$ cat src/rtl/hazard_sequencer_pkg.sv
// Shared types and constants for the pipeline hazard sequencer.
package pipe_ctrl_pkg;

  localparam int unsigned REG_ADDR_W  = 4;
  localparam int unsigned CNT_W       = 16;
  localparam int unsigned MEM_TIMEOUT = 255;
  localparam int unsigned WAIT_W      = 8;

  localparam logic [WAIT_W-1:0] WAIT_MAX = WAIT_W'(MEM_TIMEOUT);

  typedef enum logic [1:0] {
    StRun     = 2'd0,
    StMemWait = 2'd1
  } pipe_state_e;

  function automatic logic [CNT_W-1:0] sat_inc(input logic [CNT_W-1:0] v);
    return (v == '1) ? v : v + 1'b1;
  endfunction

endpackage

$ cat src/rtl/hazard_sequencer_if.sv
// Pipeline-side signal bundle of the hazard sequencer; master is the pipeline, slave the sequencer.
interface hazard_sequencer_if;
  import pipe_ctrl_pkg::*;

  logic                  id_valid;
  logic [REG_ADDR_W-1:0] id_src1;
  logic [REG_ADDR_W-1:0] id_src2;
  logic                  id_two_src;
  logic                  ex_wb_en;
  logic                  ex_mem_read;
  logic [REG_ADDR_W-1:0] ex_dst;
  logic                  mem_wb_en;
  logic [REG_ADDR_W-1:0] mem_dst;
  logic                  ex_branch_taken;
  logic                  mem_req;
  logic                  mem_ready;
  logic                  clr_cnt;

  logic                  pc_freeze;
  logic                  if_id_freeze;
  logic                  id_ex_freeze;
  logic                  ex_mem_freeze;
  logic                  if_id_flush;
  logic                  id_ex_flush;
  logic [CNT_W-1:0]      stall_cnt;
  logic [CNT_W-1:0]      flush_cnt;
  logic                  mem_err;
  logic [1:0]            state;

  modport master (
    output id_valid, id_src1, id_src2, id_two_src, ex_wb_en, ex_mem_read, ex_dst,
           mem_wb_en, mem_dst, ex_branch_taken, mem_req, mem_ready, clr_cnt,
    input  pc_freeze, if_id_freeze, id_ex_freeze, ex_mem_freeze, if_id_flush, id_ex_flush,
           stall_cnt, flush_cnt, mem_err, state
  );

  modport slave (
    input  id_valid, id_src1, id_src2, id_two_src, ex_wb_en, ex_mem_read, ex_dst,
           mem_wb_en, mem_dst, ex_branch_taken, mem_req, mem_ready, clr_cnt,
    output pc_freeze, if_id_freeze, id_ex_freeze, ex_mem_freeze, if_id_flush, id_ex_flush,
           stall_cnt, flush_cnt, mem_err, state
  );

endinterface

$ cat src/rtl/hazard_sequencer_detect.sv
// Source/destination register match for one producing stage.
module hazard_detect
  import pipe_ctrl_pkg::*;
(
  input  logic                  i_id_valid,
  input  logic [REG_ADDR_W-1:0] i_src1,
  input  logic [REG_ADDR_W-1:0] i_src2,
  input  logic                  i_two_src,
  input  logic [REG_ADDR_W-1:0] i_dst,
  output logic                  o_match
);

  logic w_src1_hit;
  logic w_src2_hit;

  assign w_src1_hit = (i_src1 == i_dst);
  assign w_src2_hit = i_two_src & (i_src2 == i_dst);
  assign o_match    = i_id_valid & (w_src1_hit | w_src2_hit);

endmodule

$ cat src/rtl/hazard_sequencer.sv
// Pipeline freeze/flush sequencer: memory wait > taken branch > data hazard.
// Build option FORWARDING_EN: only an EX load-use dependency stalls.
module hazard_sequencer
  import pipe_ctrl_pkg::*;
(
  input logic               clk,
  input logic               rst,
  hazard_sequencer_if.slave io_ctrl
);

  pipe_state_e       r_state;
  pipe_state_e       w_state_next;
  logic [CNT_W-1:0]  r_stall_cnt;
  logic [CNT_W-1:0]  r_flush_cnt;
  logic [WAIT_W-1:0] r_wait_cnt;
  logic [WAIT_W-1:0] w_wait_next;
  logic              r_mem_err;

  logic w_ex_match;
  logic w_hazard;
  logic w_mem_frz;
  logic w_branch;
  logic w_data_stall;

  hazard_detect u_detect_ex (
    .i_id_valid (io_ctrl.id_valid),
    .i_src1     (io_ctrl.id_src1),
    .i_src2     (io_ctrl.id_src2),
    .i_two_src  (io_ctrl.id_two_src),
    .i_dst      (io_ctrl.ex_dst),
    .o_match    (w_ex_match)
  );

`ifdef FORWARDING_EN
  logic w_unused_fwd;
  assign w_unused_fwd = ^{io_ctrl.mem_wb_en, io_ctrl.mem_dst};
  assign w_hazard     = io_ctrl.ex_wb_en & io_ctrl.ex_mem_read & w_ex_match;
`else
  logic w_mem_match;
  logic w_unused_nofwd;

  hazard_detect u_detect_mem (
    .i_id_valid (io_ctrl.id_valid),
    .i_src1     (io_ctrl.id_src1),
    .i_src2     (io_ctrl.id_src2),
    .i_two_src  (io_ctrl.id_two_src),
    .i_dst      (io_ctrl.mem_dst),
    .o_match    (w_mem_match)
  );

  assign w_unused_nofwd = io_ctrl.ex_mem_read;
  assign w_hazard       = (io_ctrl.ex_wb_en & w_ex_match) | (io_ctrl.mem_wb_en & w_mem_match);
`endif

  // The acknowledge cycle in MEM_WAIT releases the pipeline, so only unacknowledged cycles freeze.
  always_comb begin
    w_state_next = StRun;
    w_mem_frz    = 1'b0;
    case (r_state)
      StRun: begin
        w_mem_frz    = io_ctrl.mem_req & ~io_ctrl.mem_ready;
        w_state_next = w_mem_frz ? StMemWait : StRun;
      end
      StMemWait: begin
        w_mem_frz    = ~io_ctrl.mem_ready;
        w_state_next = io_ctrl.mem_ready ? StRun : StMemWait;
      end
      default: begin
        w_mem_frz    = 1'b0;
        w_state_next = StRun;
      end
    endcase

    w_branch     = ~w_mem_frz & io_ctrl.ex_branch_taken;
    w_data_stall = ~w_mem_frz & ~io_ctrl.ex_branch_taken & w_hazard;

    w_wait_next = '0;
    if ((r_state == StMemWait) && !io_ctrl.mem_ready) begin
      w_wait_next = (r_wait_cnt == WAIT_MAX) ? r_wait_cnt : r_wait_cnt + 1'b1;
    end
  end

  assign io_ctrl.pc_freeze     = w_mem_frz | w_data_stall;
  assign io_ctrl.if_id_freeze  = w_mem_frz | w_data_stall;
  assign io_ctrl.id_ex_freeze  = w_mem_frz;
  assign io_ctrl.ex_mem_freeze = w_mem_frz;
  assign io_ctrl.if_id_flush   = w_branch;
  assign io_ctrl.id_ex_flush   = w_branch | w_data_stall;

  always_ff @(posedge clk or posedge rst) begin
    if (rst) begin
      r_state     <= StRun;
      r_stall_cnt <= '0;
      r_flush_cnt <= '0;
      r_wait_cnt  <= '0;
      r_mem_err   <= 1'b0;
    end else begin
      r_state    <= w_state_next;
      r_wait_cnt <= w_wait_next;
      if (w_wait_next == WAIT_MAX) begin
        r_mem_err <= 1'b1;
      end
      if (io_ctrl.clr_cnt) begin
        r_stall_cnt <= '0;
        r_flush_cnt <= '0;
      end else begin
        if (io_ctrl.pc_freeze) begin
          r_stall_cnt <= sat_inc(r_stall_cnt);
        end
        if (w_branch) begin
          r_flush_cnt <= sat_inc(r_flush_cnt);
        end
      end
    end
  end

  assign io_ctrl.stall_cnt = r_stall_cnt;
  assign io_ctrl.flush_cnt = r_flush_cnt;
  assign io_ctrl.mem_err   = r_mem_err;
  assign io_ctrl.state     = r_state;

endmodule

$ cat src/flat_wrapper.sv
// flat-port wrapper written by rule: the top's interface ports become plain ports
module hazard_sequencer_flat import pipe_ctrl_pkg::*;
  (clk, rst, io_ctrl_id_valid, io_ctrl_id_src1, io_ctrl_id_src2, io_ctrl_id_two_src, io_ctrl_ex_wb_en, io_ctrl_ex_mem_read, io_ctrl_ex_dst, io_ctrl_mem_wb_en, io_ctrl_mem_dst, io_ctrl_ex_branch_taken, io_ctrl_mem_req, io_ctrl_mem_ready, io_ctrl_clr_cnt, io_ctrl_pc_freeze, io_ctrl_if_id_freeze, io_ctrl_id_ex_freeze, io_ctrl_ex_mem_freeze, io_ctrl_if_id_flush, io_ctrl_id_ex_flush, io_ctrl_stall_cnt, io_ctrl_flush_cnt, io_ctrl_mem_err, io_ctrl_state);
  hazard_sequencer_if io_ctrl_i ();
  input logic clk;
  input logic rst;
  input wire logic [$bits(io_ctrl_i.id_valid)-1:0] io_ctrl_id_valid;
  input wire logic [$bits(io_ctrl_i.id_src1)-1:0] io_ctrl_id_src1;
  input wire logic [$bits(io_ctrl_i.id_src2)-1:0] io_ctrl_id_src2;
  input wire logic [$bits(io_ctrl_i.id_two_src)-1:0] io_ctrl_id_two_src;
  input wire logic [$bits(io_ctrl_i.ex_wb_en)-1:0] io_ctrl_ex_wb_en;
  input wire logic [$bits(io_ctrl_i.ex_mem_read)-1:0] io_ctrl_ex_mem_read;
  input wire logic [$bits(io_ctrl_i.ex_dst)-1:0] io_ctrl_ex_dst;
  input wire logic [$bits(io_ctrl_i.mem_wb_en)-1:0] io_ctrl_mem_wb_en;
  input wire logic [$bits(io_ctrl_i.mem_dst)-1:0] io_ctrl_mem_dst;
  input wire logic [$bits(io_ctrl_i.ex_branch_taken)-1:0] io_ctrl_ex_branch_taken;
  input wire logic [$bits(io_ctrl_i.mem_req)-1:0] io_ctrl_mem_req;
  input wire logic [$bits(io_ctrl_i.mem_ready)-1:0] io_ctrl_mem_ready;
  input wire logic [$bits(io_ctrl_i.clr_cnt)-1:0] io_ctrl_clr_cnt;
  output wire logic [$bits(io_ctrl_i.pc_freeze)-1:0] io_ctrl_pc_freeze;
  output wire logic [$bits(io_ctrl_i.if_id_freeze)-1:0] io_ctrl_if_id_freeze;
  output wire logic [$bits(io_ctrl_i.id_ex_freeze)-1:0] io_ctrl_id_ex_freeze;
  output wire logic [$bits(io_ctrl_i.ex_mem_freeze)-1:0] io_ctrl_ex_mem_freeze;
  output wire logic [$bits(io_ctrl_i.if_id_flush)-1:0] io_ctrl_if_id_flush;
  output wire logic [$bits(io_ctrl_i.id_ex_flush)-1:0] io_ctrl_id_ex_flush;
  output wire logic [$bits(io_ctrl_i.stall_cnt)-1:0] io_ctrl_stall_cnt;
  output wire logic [$bits(io_ctrl_i.flush_cnt)-1:0] io_ctrl_flush_cnt;
  output wire logic [$bits(io_ctrl_i.mem_err)-1:0] io_ctrl_mem_err;
  output wire logic [$bits(io_ctrl_i.state)-1:0] io_ctrl_state;
  assign io_ctrl_i.id_valid = io_ctrl_id_valid;
  assign io_ctrl_i.id_src1 = io_ctrl_id_src1;
  assign io_ctrl_i.id_src2 = io_ctrl_id_src2;
  assign io_ctrl_i.id_two_src = io_ctrl_id_two_src;
  assign io_ctrl_i.ex_wb_en = io_ctrl_ex_wb_en;
  assign io_ctrl_i.ex_mem_read = io_ctrl_ex_mem_read;
  assign io_ctrl_i.ex_dst = io_ctrl_ex_dst;
  assign io_ctrl_i.mem_wb_en = io_ctrl_mem_wb_en;
  assign io_ctrl_i.mem_dst = io_ctrl_mem_dst;
  assign io_ctrl_i.ex_branch_taken = io_ctrl_ex_branch_taken;
  assign io_ctrl_i.mem_req = io_ctrl_mem_req;
  assign io_ctrl_i.mem_ready = io_ctrl_mem_ready;
  assign io_ctrl_i.clr_cnt = io_ctrl_clr_cnt;
  assign io_ctrl_pc_freeze = io_ctrl_i.pc_freeze;
  assign io_ctrl_if_id_freeze = io_ctrl_i.if_id_freeze;
  assign io_ctrl_id_ex_freeze = io_ctrl_i.id_ex_freeze;
  assign io_ctrl_ex_mem_freeze = io_ctrl_i.ex_mem_freeze;
  assign io_ctrl_if_id_flush = io_ctrl_i.if_id_flush;
  assign io_ctrl_id_ex_flush = io_ctrl_i.id_ex_flush;
  assign io_ctrl_stall_cnt = io_ctrl_i.stall_cnt;
  assign io_ctrl_flush_cnt = io_ctrl_i.flush_cnt;
  assign io_ctrl_mem_err = io_ctrl_i.mem_err;
  assign io_ctrl_state = io_ctrl_i.state;
  hazard_sequencer u_core (.clk(clk), .rst(rst), .io_ctrl(io_ctrl_i));
endmodule
$ cat config.mk
export PLATFORM = sky130hd
export DESIGN_NAME = hazard_sequencer_flat
export DESIGN_NICKNAME = d
export VERILOG_FILES = /design/src/rtl/hazard_sequencer_pkg.sv /design/src/rtl/hazard_sequencer_if.sv /design/src/rtl/hazard_sequencer_detect.sv /design/src/rtl/hazard_sequencer.sv /design/src/flat_wrapper.sv
export SDC_FILE = /design/constraint.sdc
export NUM_CORES = 1
export LEC_CHECK = 0
export ABC_AREA = 1
export CAP_MARGIN = 15
export CORE_ASPECT_RATIO = 1.4
export CORE_MARGIN = 4
export CORE_UTILIZATION = 46
export CTS_CLUSTER_DIAMETER = 50
export DETAILED_ROUTE_END_ITERATION = 16
export PLACE_DENSITY = 0.82
export SETUP_SLACK_MARGIN = 0.15
export SLEW_MARGIN = 25
export SYNTH_ARGS = -nofsm -noshare
export SYNTH_HDL_FRONTEND = slang
export SYNTH_SLANG_ARGS = --single-unit
$ cat constraint.sdc
create_clock -name clk -period 1.6 [get_ports clk]
set_input_delay 0.32 -clock clk [delete_from_list [all_inputs] [get_ports clk]]
set_output_delay 0.32 -clock clk [all_outputs]
set_load 0.05 [all_outputs]
# After elaboration in Yosys (flattened, before gate mapping)
# Index checks and enable logic that the tools add are counted.
# totals
register_bits,43
latchBits,0
mem_bits_rw,0
romBits,0
out_inout_bits,41
elab_cells,56
mem_count,0
# classes
add_sub_neg,3
n_mul,0
n_div,0
order_cmp,0
n_eq_ne,11
shifts,0
n_mux,12
bitwise_logic,18
n_reduce_logical,7
# ops
cell,count
$mux 16,6
$add 16x1->16 const B,2
$eq 16x16->1 const B,2
$eq 4x4->1,4
$eq 8x8->1 const B,2
$mux 8,2
$and 1x1->1,10
$add 8x1->8 const B,1
$or 1x1->1,5
$ne 2x2->1 const B,2
$pmux 2 s2,1
$reduce_and 2->1,2
$reduce_bool 2->1,2
$not 1->1,3
$eq 2x1->1 const B,1
$logic_not 2->1,1
$mux 1,2
$pmux 1 s2,1
$logic_and 1x1->1,1
$logic_not 1->1,1

# Depth between registers and ports, before layout
# logic_depth
depth_word,10
ltp_mapped,14

# Hierarchy
# From an unflattened synthesis, not the netlist that was laid out.
# unflattened
hier_cells,478
hier_area_um2,3106.7
# by_module_without_submodules
mod,n_inst,cells_each,area_each_um2,seq_area_each_um2
hazard_sequencer,1,392,2763.9,1051.0
hazard_detect,2,43,171.4,0.0

# Worst setup path before layout
# No wires, ideal clock.
# synth_path
path_kind,register -> output
from,"reg u_core.r_state[0], in the netlist u_core.io_ctrl.state[0]"
to,out io_ctrl_pc_freeze
arrival_ps,2017
path_slack_ps,-737
stages_incl_launch_ff,7
path_buffers,1
cell_sequence,dfrtp_1 o21ai_2 inv_1 nor3b_1 nand2_1 nand2_2 buf_4
# synth_between
elab_chain_len,6
elab_cells_between_ends,7
# synth_rtl
element,line_no,text
start: declaration,hazard_sequencer.sv:11,pipe_state_e r_state;
start signal: assignment,hazard_sequencer.sv:92,r_state <= StRun;
start signal: assignment,hazard_sequencer.sv:98,r_state <= w_state_next;
$eq 2x1->1 / $logic_not 2->1 (equally long branches),hazard_sequencer.sv:59,case (r_state)
$pmux 1 s2 *,hazard_sequencer.sv:59,
named net io_ctrl_ex_mem_freeze,flat_wrapper.sv:23,output wire logic [$bits(io_ctrl_i.ex_mem_freeze)-1:0] io_ctrl_ex_mem_freeze;
$not 1->1,hazard_sequencer.sv:75,w_data_stall = ~w_mem_frz & ~io_ctrl.ex_branch_taken & w_hazard;
$and 1x1->1 (2 in a row),hazard_sequencer.sv:75,
$or 1x1->1 *,-,
end: declaration,flat_wrapper.sv:20,output wire logic [$bits(io_ctrl_i.pc_freeze)-1:0] io_ctrl_pc_freeze;
# Mark *: on every way through the listed nets, which the timed path passes. The rest lies on a longest branch.

# Worst setup path in the final report
# layout_path
from,"reg u_core.r_state[0], in the netlist u_core.io_ctrl.state[0]"
to,out io_ctrl_if_id_freeze
# layout_between
elab_chain_len,6
elab_cells_between_ends,7
# layout_rtl
element,line_no,text
$eq 2x1->1 / $logic_not 2->1 (equally long branches),hazard_sequencer.sv:59,
$pmux 1 s2 *,hazard_sequencer.sv:59,
$not 1->1,hazard_sequencer.sv:75,
$and 1x1->1 (2 in a row),hazard_sequencer.sv:75,
$or 1x1->1 *,hazard_sequencer.sv:84,assign io_ctrl.if_id_freeze = w_mem_frz | w_data_stall;
end: declaration,flat_wrapper.sv:21,output wire logic [$bits(io_ctrl_i.if_id_freeze)-1:0] io_ctrl_if_id_freeze;
# Mark *: on every way between the ends. The rest lies on a longest branch, timed or not.

==> impl_metrics.env <==
export IMPL_root_buffer="clkbuf_8"
export IMPL_vias=3596
export IMPL_hold_path_class="primary input to asynchronous set/reset pin"
export IMPL_syn_inst=414
export IMPL_track_usage_pct=26.6
export IMPL_cts_tree="done"
export IMPL_drive_gt1_share_pct=34.7
export IMPL_drt_total_wl_mm=10.7
export IMPL_synth_area_um2=2920
export IMPL_die_w_um=75.3
export IMPL_drcViolationCount=0
export IMPL_syn2layout_area_growth_pct=67.8
export IMPL_cts_clk_slew_worst_paths_ns=0.09
export IMPL_violations="negative setup slack"
export IMPL_utilization_pct=78.8
export IMPL_numPortBuffers=65
export IMPL_postRouteAntennaNets=0
export IMPL_place_gp_congestion=0.949
export IMPL_cts_sinks=42
export IMPL_ios=68
export IMPL_htreeDepth=2
export IMPL_maxCapViolCount=0
export IMPL_cts_hold_buf=0
export IMPL_ys_seq_area_share_pct=36.0
export IMPL_fmax_mhz=514
export IMPL_numCtsBuffers=5
export IMPL_nets=576
export IMPL_final_cell_mix="nand2_1, buf_4, inv_1"
export IMPL_setup_viol=39
export IMPL_antenna_found_initial=0
export IMPL_first_iter_violations=372
export IMPL_power_leakage_nw=2.36
export IMPL_clockBufferDepth=2
export IMPL_holdWs_ns=0.383
export IMPL_final_fill_count=350
export IMPL_fin_crit_sh_pct=122
export IMPL_cp_start_kind="flop"
export IMPL_synth_net_count=444
export IMPL_clkLatencyLatePin_ns=0.31
export IMPL_grt_pass1_wl_mm=15.7
export IMPL_n_antenna_cell=0
export IMPL_hold_violations=0
export IMPL_first_pass_iters=5
export IMPL_vias_per_cell=5.81
export IMPL_rsz0062_at_grt="yes"
export IMPL_dieArea_um2=7700
export IMPL_area_sequential_um2=1060
export IMPL_p_per_area_nw_per_um2=554
export IMPL_syn_area_per_cell_um2=7.05
export IMPL_grt_pass1_vias=3448
export IMPL_cp_arrival_ns=1.63
export IMPL_total_power_mw=2.71
export IMPL_multi_input_area_um2=1820
export IMPL_layout_setup_ws_ns=-0.347
export IMPL_cp_end_kind="primary output"
export IMPL_critPathRequiredTime_ns=1.28
export IMPL_initial_utilization_pct=47.0
export IMPL_dp_hpwl_mm=6.31
export IMPL_crit_type="flop to primary output"
export IMPL_synth_seq_cells=42
export IMPL_overflow=0
export IMPL_synth_cell_types=34
export IMPL_place_ws_ns=-0.528
export IMPL_ys_warn_count=0
export IMPL_num_rows=34
export IMPL_crit_fanout=4
export IMPL_status="finished with violations"
export IMPL_period_needed_ns=1.95
export IMPL_core_area_um2=6210
export IMPL_peakVddDrop_mv=0.430
export IMPL_layout_cells_most_common="nand2_1"
export IMPL_routedWlPerCell_um=17.3
export IMPL_finalMaxSlewViolations=0
export IMPL_die_h_um=102
export IMPL_grt_max_degree=43
export IMPL_finalClockSkew_ns=0.00958
==> layout make-up <==
type	instances	area share, %
clock buffers	6	1.48
clock inverters	2	0.767
inverters	53	4.32
well taps	72	1.84
flip-flops and latches	42	21.7
repair buffers	137	32.8
multi-input cells	307	37.1
==> cell usage after synthesis <==
cell type / n / area share, %
buf_2: 4 / 0.69
nand2_2: 4 / 0.86
xor2_1: 21 / 6.3
buf_4: 3 / 0.77
ha_1: 3 / 1.3
buf_1: 1 / 0.13
nor3b_1: 1 / 0.26
nand3b_1: 1 / 0.26
nor2_4: 2 / 0.77
o21ai_0: 6 / 1.0
nor4_1: 3 / 0.64
nor2_1: 40 / 5.1
inv_2: 2 / 0.26
a31oi_1: 1 / 0.21
o31ai_1: 7 / 1.8
nor3_1: 10 / 1.7
nor2_2: 1 / 0.21
buf_12: 1 / 0.69
nor3_2: 1 / 0.34
xnor2_1: 2 / 0.60
or2_2: 1 / 0.21
conb_1: 1 / 0.13
nand3_2: 9 / 3.1
nand2_4: 2 / 0.77
a21oi_1: 7 / 1.2
o21a_1: 1 / 0.26
o21ai_1: 8 / 1.4
nand3_1: 44 / 7.5
clkbuf_1: 4 / 0.51
inv_1: 51 / 6.6
nand2_1: 113 / 15
o21ai_2: 2 / 0.60
nand4_1: 15 / 3.2
dfrtp_1: 42 / 36
==> report_power, final <==
group          total (mW)  internal (mW)  switching (mW)  leakage (nW)
logic               0.717          0.314           0.404          1.75
clock network       0.883          0.467           0.416        0.0514
registers            1.11           1.09          0.0286         0.562
==> stage by stage <==
stage / TNS (ns) / area [µm²] / std cells
after floorplan: -11.62 / 3030 / 414
after global placement: -14.32 / 4400 / 587
after detailed placement: -16.02 / 4400 / 587
after CTS: -5.29 / 4730 / 612
after global routing: -11.18 / 4900 / 619
final: -8.07 / 4900 / 619
==> routing by layer <==
metal / part of all wire [%] / vias to the layer above / track usage [%]
met4: 6.2 / 0 / 15.5
li1: - / 1605 / -
met5: 0 / - / 0
met3: 7.2 / 78 / 4.43
met2: 53 / 232 / 47.0
met1: 34 / 1681 / 29.0
==> state kept, by name, indices dropped and copies added (netlist names) <==
register	cells
u_core.io_ctrl.state	1
u_core.io_ctrl.mem_err	1
u_core.io_ctrl.flush_cnt	16
u_core.io_ctrl.stall_cnt	16
u_core.r_wait_cnt	8
==> final timing paths <==
kind | from | to | slack [ns] | cells past startpoint
worst max-delay path | u_core.io_ctrl.state[0] | io_ctrl_if_id_freeze | -0.35 | 6
worst min-delay path | rst | u_core.io_ctrl.mem_err | 0.38 | 3
worst max register to register | u_core.io_ctrl.state[0] | u_core.io_ctrl.flush_cnt[7] | -0.29 | 10
worst min register to register | u_core.io_ctrl.mem_err | u_core.io_ctrl.mem_err | 0.48 | 2
max in group asynchronous | rst | u_core.io_ctrl.state[0] | 1.00 | 3
min in group clk | u_core.io_ctrl.mem_err | u_core.io_ctrl.mem_err | 0.48 | 2
==> what timing repair did <==
item,4_1_cts,5_1_grt
setup buffers,15,7
pin swaps,21,22
gates resized for setup,47,29
setup endpoints to repair,41,42
cloned,2,0
==> worst max-delay path: stages (launching register included) <==
cell	delay, ns
dfrtp_2	0.43
o21ai_4	0.17
clkinvlp_4	0.12
nor3b_2	0.21
nand2_2	0.12
nand2_4	0.14
buf_12	0.15
==> cell families after synthesis <==
group                      synth area share, %
buffers and inverters                     9.61
other                                    0.129
adders and majority gates                 1.29
DFF                                       36.0
xor gates and xnor gates                  6.90
AOI/OAI and AO/OA                         6.48
and+or+nand+nor                           39.6
Power figures use the tool's default switching activity.
